File: src/rtl/hazard_stall_controller.sv
// Pipeline sequencing controller: load-use / branch-operand stalls, data-memory freeze,
// taken-branch flush and halt drain for the 5-stage CPU.
module hazard_stall_controller #(
  parameter int unsigned DRAIN_CYCLES = 3,
  parameter int unsigned CNT_W        = 16
) (
  input  logic             clk,
  input  logic             rst_n,
  input  logic [3:0]       ifidRs,
  input  logic [3:0]       ifidRt,
  input  logic             UsesRs_ID,
  input  logic             UsesRt_ID,
  input  logic             Branch_ID,
  input  logic             BranchTaken_ID,
  input  logic             Halt_ID,
  input  logic [3:0]       idexWR,
  input  logic             RegWrite_EX,
  input  logic             MemRead_EX,
  input  logic [3:0]       exmemWR,
  input  logic             MemRead_MEM,
  input  logic             DataReq_MEM,
  input  logic             DataReady,
  output logic             PCWrite,
  output logic             IFIDWrite,
  output logic             IDEXBubble,
  output logic             IFIDFlush,
  output logic             PipeFreeze,
  output logic             Halted,
  output logic [CNT_W-1:0] StallCycles
);

  localparam logic [2:0] StRun     = 3'd0;
  localparam logic [2:0] StStall   = 3'd1;
  localparam logic [2:0] StMemWait = 3'd2;
  localparam logic [2:0] StDrain   = 3'd3;
  localparam logic [2:0] StHalted  = 3'd4;

  localparam int unsigned DrainW = (DRAIN_CYCLES < 2) ? 1 : $clog2(DRAIN_CYCLES + 1);
  localparam logic [DrainW-1:0] DrainLast =
      DrainW'((DRAIN_CYCLES > 0) ? DRAIN_CYCLES - 1 : 0);

  logic [2:0]        state_q, state_d;
  logic [1:0]        rem_q, rem_d;
  logic [DrainW-1:0] drain_q, drain_d;
  logic [CNT_W-1:0]  cnt_q, cnt_d;

  logic src_ex, src_mem, dep_ex, dep_mem_load;
  logic load_use, br_stall, hazard, halt_req, frozen;
  logic [1:0] stall_len;

  assign src_ex  = (UsesRs_ID && (idexWR == ifidRs)) || (UsesRt_ID && (idexWR == ifidRt));
  assign src_mem = (UsesRs_ID && (exmemWR == ifidRs)) || (UsesRt_ID && (exmemWR == ifidRt));

  // R0 is hard-wired zero, so a write to it never creates a dependency.
  assign dep_ex       = RegWrite_EX && (idexWR != 4'h0) && src_ex;
  assign dep_mem_load = MemRead_MEM && (exmemWR != 4'h0) && src_mem;

  assign load_use  = MemRead_EX && dep_ex;
  assign br_stall  = Branch_ID && (dep_ex || dep_mem_load);
  assign hazard    = load_use || br_stall;
  assign stall_len = (Branch_ID && dep_ex && MemRead_EX) ? 2'd2 : 2'd1;
  assign halt_req  = Halt_ID && !BranchTaken_ID;
  assign frozen    = (state_q != StHalted) && DataReq_MEM && !DataReady;

  always_comb begin
    state_d    = state_q;
    rem_d      = rem_q;
    drain_d    = drain_q;
    PCWrite    = 1'b1;
    IFIDWrite  = 1'b1;
    IDEXBubble = 1'b0;
    IFIDFlush  = 1'b0;
    PipeFreeze = 1'b0;

    if (state_q == StHalted) begin
      PCWrite    = 1'b0;
      IFIDWrite  = 1'b0;
      IDEXBubble = 1'b1;
      PipeFreeze = 1'b1;
    end else if (frozen) begin
      PCWrite    = 1'b0;
      IFIDWrite  = 1'b0;
      PipeFreeze = 1'b1;
      if (state_q != StDrain) state_d = StMemWait;
    end else if (state_q == StDrain) begin
      PCWrite    = 1'b0;
      IFIDWrite  = 1'b0;
      IDEXBubble = 1'b1;
      if (drain_q >= DrainLast) state_d = StHalted;
      else drain_d = drain_q + DrainW'(1);
    end else if (halt_req) begin
      // The cycle HLT sits in ID counts as the first drain cycle.
      if (DRAIN_CYCLES < 2) begin
        state_d = StHalted;
      end else begin
        state_d = StDrain;
        drain_d = DrainW'(1);
      end
    end else if (hazard) begin
      PCWrite    = 1'b0;
      IFIDWrite  = 1'b0;
      IDEXBubble = 1'b1;
      state_d    = StStall;
      rem_d      = (state_q == StStall && rem_q != 2'd0) ? rem_q - 2'd1 : stall_len - 2'd1;
    end else begin
      state_d   = StRun;
      rem_d     = 2'd0;
      IFIDFlush = BranchTaken_ID;
    end
  end

  always_comb begin
    cnt_d = cnt_q;
    if (!PCWrite && (state_q != StHalted) && (cnt_q != {CNT_W{1'b1}})) begin
      cnt_d = cnt_q + CNT_W'(1);
    end
  end

  always_ff @(posedge clk or negedge rst_n) begin
    if (!rst_n) begin
      state_q <= StRun;
      rem_q   <= 2'd0;
      drain_q <= '0;
      cnt_q   <= '0;
    end else begin
      state_q <= state_d;
      rem_q   <= rem_d;
      drain_q <= drain_d;
      cnt_q   <= cnt_d;
    end
  end

  assign Halted      = (state_q == StHalted);
  assign StallCycles = cnt_q;

endmodule

File: config.mk
export PLATFORM = sky130hd
export DESIGN_NAME = hazard_stall_controller
export DESIGN_NICKNAME = d
export VERILOG_FILES = /design/src/rtl/hazard_stall_controller.sv
export SDC_FILE = /design/constraint.sdc
export NUM_CORES = 1
export LEC_CHECK = 0
export BUFFER_PORTS_ARGS = -buffer_cell sky130_fd_sc_hd__buf_2
export CORE_UTILIZATION = 36
export CTS_CLUSTER_SIZE = 12
export DETAILED_ROUTE_END_ITERATION = 7
export RECOVER_POWER = 50
export SYNTH_ARGS = -nofsm -noshare
export SYNTH_HDL_FRONTEND = slang
export SYNTH_SLANG_ARGS = --single-unit
File: constraint.sdc
create_clock -name clk -period 4.05 [get_ports clk]
set_input_delay 0.405 -clock clk [delete_from_list [all_inputs] [get_ports clk]]
set_output_delay 0.405 -clock clk [all_outputs]
set_load 0.01 [all_outputs]
==> flow_summary_export.csv <==
group,metric,value,unit
run_status,status,"completed",
route,via_count,1259,
timing,slew_violations,0,
route,routed_wl,3.23,mm
layout,fin_nets,225,
synthesis,yosys-top-cells-count,"21 x dfrtp_1, 18 x xnor2_1, 15 x nand2_1, 13 x xor2_1, 11 x nor2_1",
layout,num_antenna_cells,0,
timing,fin_ws,1.61,ns
synthesis,seq_area_frac_synth,36.5,%
route,wire_per_inst,13.3,µm
global_route,grt_max_degree,22,
die,row_count,22,
flow_run,drv_cap,0,
worst_setup_path,crit_start,"idexWR[1]",
synthesis,async_flop_share,100,%
worst_setup_path,ff2ff_path_depth,7,
route,post-route-drc-count,0,
worst_setup_path,endpoint,"IDEXBubble",
timing,worstMarginPinSlew,1.15,ns
timing,maxSlewHeadroom,23.4,%
timing,timing.fmax,410,MHz
clock_tree,clkLatencyLatePin,0.26,ns
synthesis,synthCells,145,
route,met1Wirelength,1.46,mm
min_path,hold_path_class,"in2async",
synthesis,ys_top_cells_by_area,"dfrtp_1 36%, xnor2_1 11%, xor2_1 7.9%",
clock_tree,clk_pin_slew,0.08,ns
power,finalPower,0.706,mW
layout,fin_cells,242,
layout,syn2layout_area_growth,20.8,%
placement,dpl.hpwl,2.54,mm
layout,seqCellArea,526,µm²
synthesis,synth.largest_area_cell,"dfrtp_1",
route,initialDrtViolationCount,36,
route,met2_length,1.62,mm
worst_setup_path,worstReg2RegEnd,"StallCycles[1]",
layout,design_area,1740,µm²
timing,fin_crit,2.44,ns
route,met3_length,116,µm
worst_setup_path,cp_max_fo,17,
synthesis,synth_area,1440,µm²
clock_tree,clock-sinks,21,
synthesis,synth_area_per_cell,9.94,µm²
worst_setup_path,r2r_setup_slack,1.69,ns
layout,drive_gt1_share,30.4,%
clock_tree,clk_path_buf_depth,2,
layout,post-route-util,46.5,%
placement,post-place-ws,1.61,ns
route,antenna_left,0,
layout,fillers,398,
route,viasPerCell,5.20,
timing,hold_viol_final,0,
synthesis,synth_ff_type,"dfrtp_1",
power,power_density,405,nW/µm²
worst_setup_path,cp.arrival,2.03,ns
layout,multiInputGateArea,866,µm²
power,vdd_drop_max,142,µV
global_route,grt_pass1_vias,1298,
placement,portBuffers,49,
global_route,grt_util_all_layers,16.7,%
worst_setup_path,worstSetupStartpointType,"primary input",
die,ios,50,
synthesis,ys_warn_count,0,
placement,gp_congestion,0.988,
synthesis,synth_top_area_share,36.5,%
synthesis,synth.most_common_cell,"dfrtp_1",
synthesis,synth-seq-cells,21,
clock_tree,holdBufCountCts,0,
route,highest_layer,"met4",
placement,dp.cells,238,
die,die_h,65.3,µm
die,fp.coreArea,3740,µm²
die,initial_core_util,38.5,%
timing,fin_skew,0.00166,ns
die,die_x,65.3,µm
route,firstDrtPassIters,4,
worst_setup_path,critPathCaptureType,"output port",
global_route,grt_pass1_wl,5.64,mm
clock_tree,cts_buffers,3,
worst_setup_path,cp.required,3.64,ns
synthesis,synth_edf_count,0,
clock_tree,postCtsSetupRepairBufs,0,
timing,rsz0062_at_grt,"false",
timing,fin_crit_sh,60.2,%
clock_tree,cts_max_level,1,
worst_setup_path,crit_type,"in2out",
worst_setup_path,reg2reg_from,"StallCycles[0]",
global_route,antenna_found_initial,0,
global_route,overflow,0,
timing,tns,0,ns
power,power_leakage,0.798,nW
timing,setup_viol,0,
timing,holdWs,0.346,ns
synthesis,syn_nets,175,
synthesis,ys_types,40,
clock_tree,cts_tree,"built",
clock_tree,clockRootBuffer,"clkbuf_8",
clock_tree,ctsResizeCount,0,
placement,place_area,1710,µm²
die,die-area,4260,µm²
worst max-delay path, cell delays in order:
cell	delay, ns
buf_2	0.13
xor2_1	0.16
nor4_2	0.29
o21ai_1	0.17
a21oi_4	0.51
o21ai_1	0.14
nand2_1	0.09
buf_2	0.13
layout make-up:
type	count	area share, %
clock buffers	4	2.59
well taps	48	3.45
flip-flops and latches	21	30.2
multi-input cells	117	49.7
repair buffers	49	13.4
inverters	3	0.647
state kept, by name, indices dropped and copies added (netlist names):
signal	flops
StallCycles	16
drain_q	2
state_q	3
layout by cell type (no fill, tap or decap), types with 5 or more instances in the layout:
cell       n
and3_1     7
o211ai_2   8
clkbuf_1  10
buf_2     40
xnor2_1   18
dfrtp_1   21
xor2_1    13
nand2_1   15
nor2_1    11
nor4_1     5
kinds of logic after synthesis:
family / share of synthesized area, %
and+or+nand+nor: 18.3
muxes: 1.04
buffers and inverters: 3.47
adders and majority gates: 1.74
DFF: 36.5
AOI/OAI and AO/OA: 20.1
xor gates and xnor gates: 18.8
report_power, final:
| part | switching [mW] | internal (mW) | total, mW |
|---|---|---|---|
| Combinational | 0.142 | 0.118 | 0.259 |
| Sequential | 0.0505 | 0.256 | 0.306 |
| Clock | 0.0699 | 0.0701 | 0.140 |
worst min-delay path by stage:
stage,depth (start not counted),end,slack (ns),from
2_1_floorplan,0,StallCycles[0],0.11,rst_n
3_3_place_gp,1,drain_q[0],0.39,rst_n
3_5_place_dp,1,drain_q[0],0.40,rst_n
4_1_cts,1,drain_q[0],0.12,rst_n
5_1_grt,1,drain_q[1],0.47,rst_n
6_report,1,drain_q[0],0.35,rst_n
routing by layer:
layer / up-vias / track usage [%]
met5: - / 0
met4: 0 / 4.89
met3: 4 / 2.78
met2: 26 / 30.2
met1: 611 / 20.2
li1: 618 / -
Power figures use the tool's default switching activity.
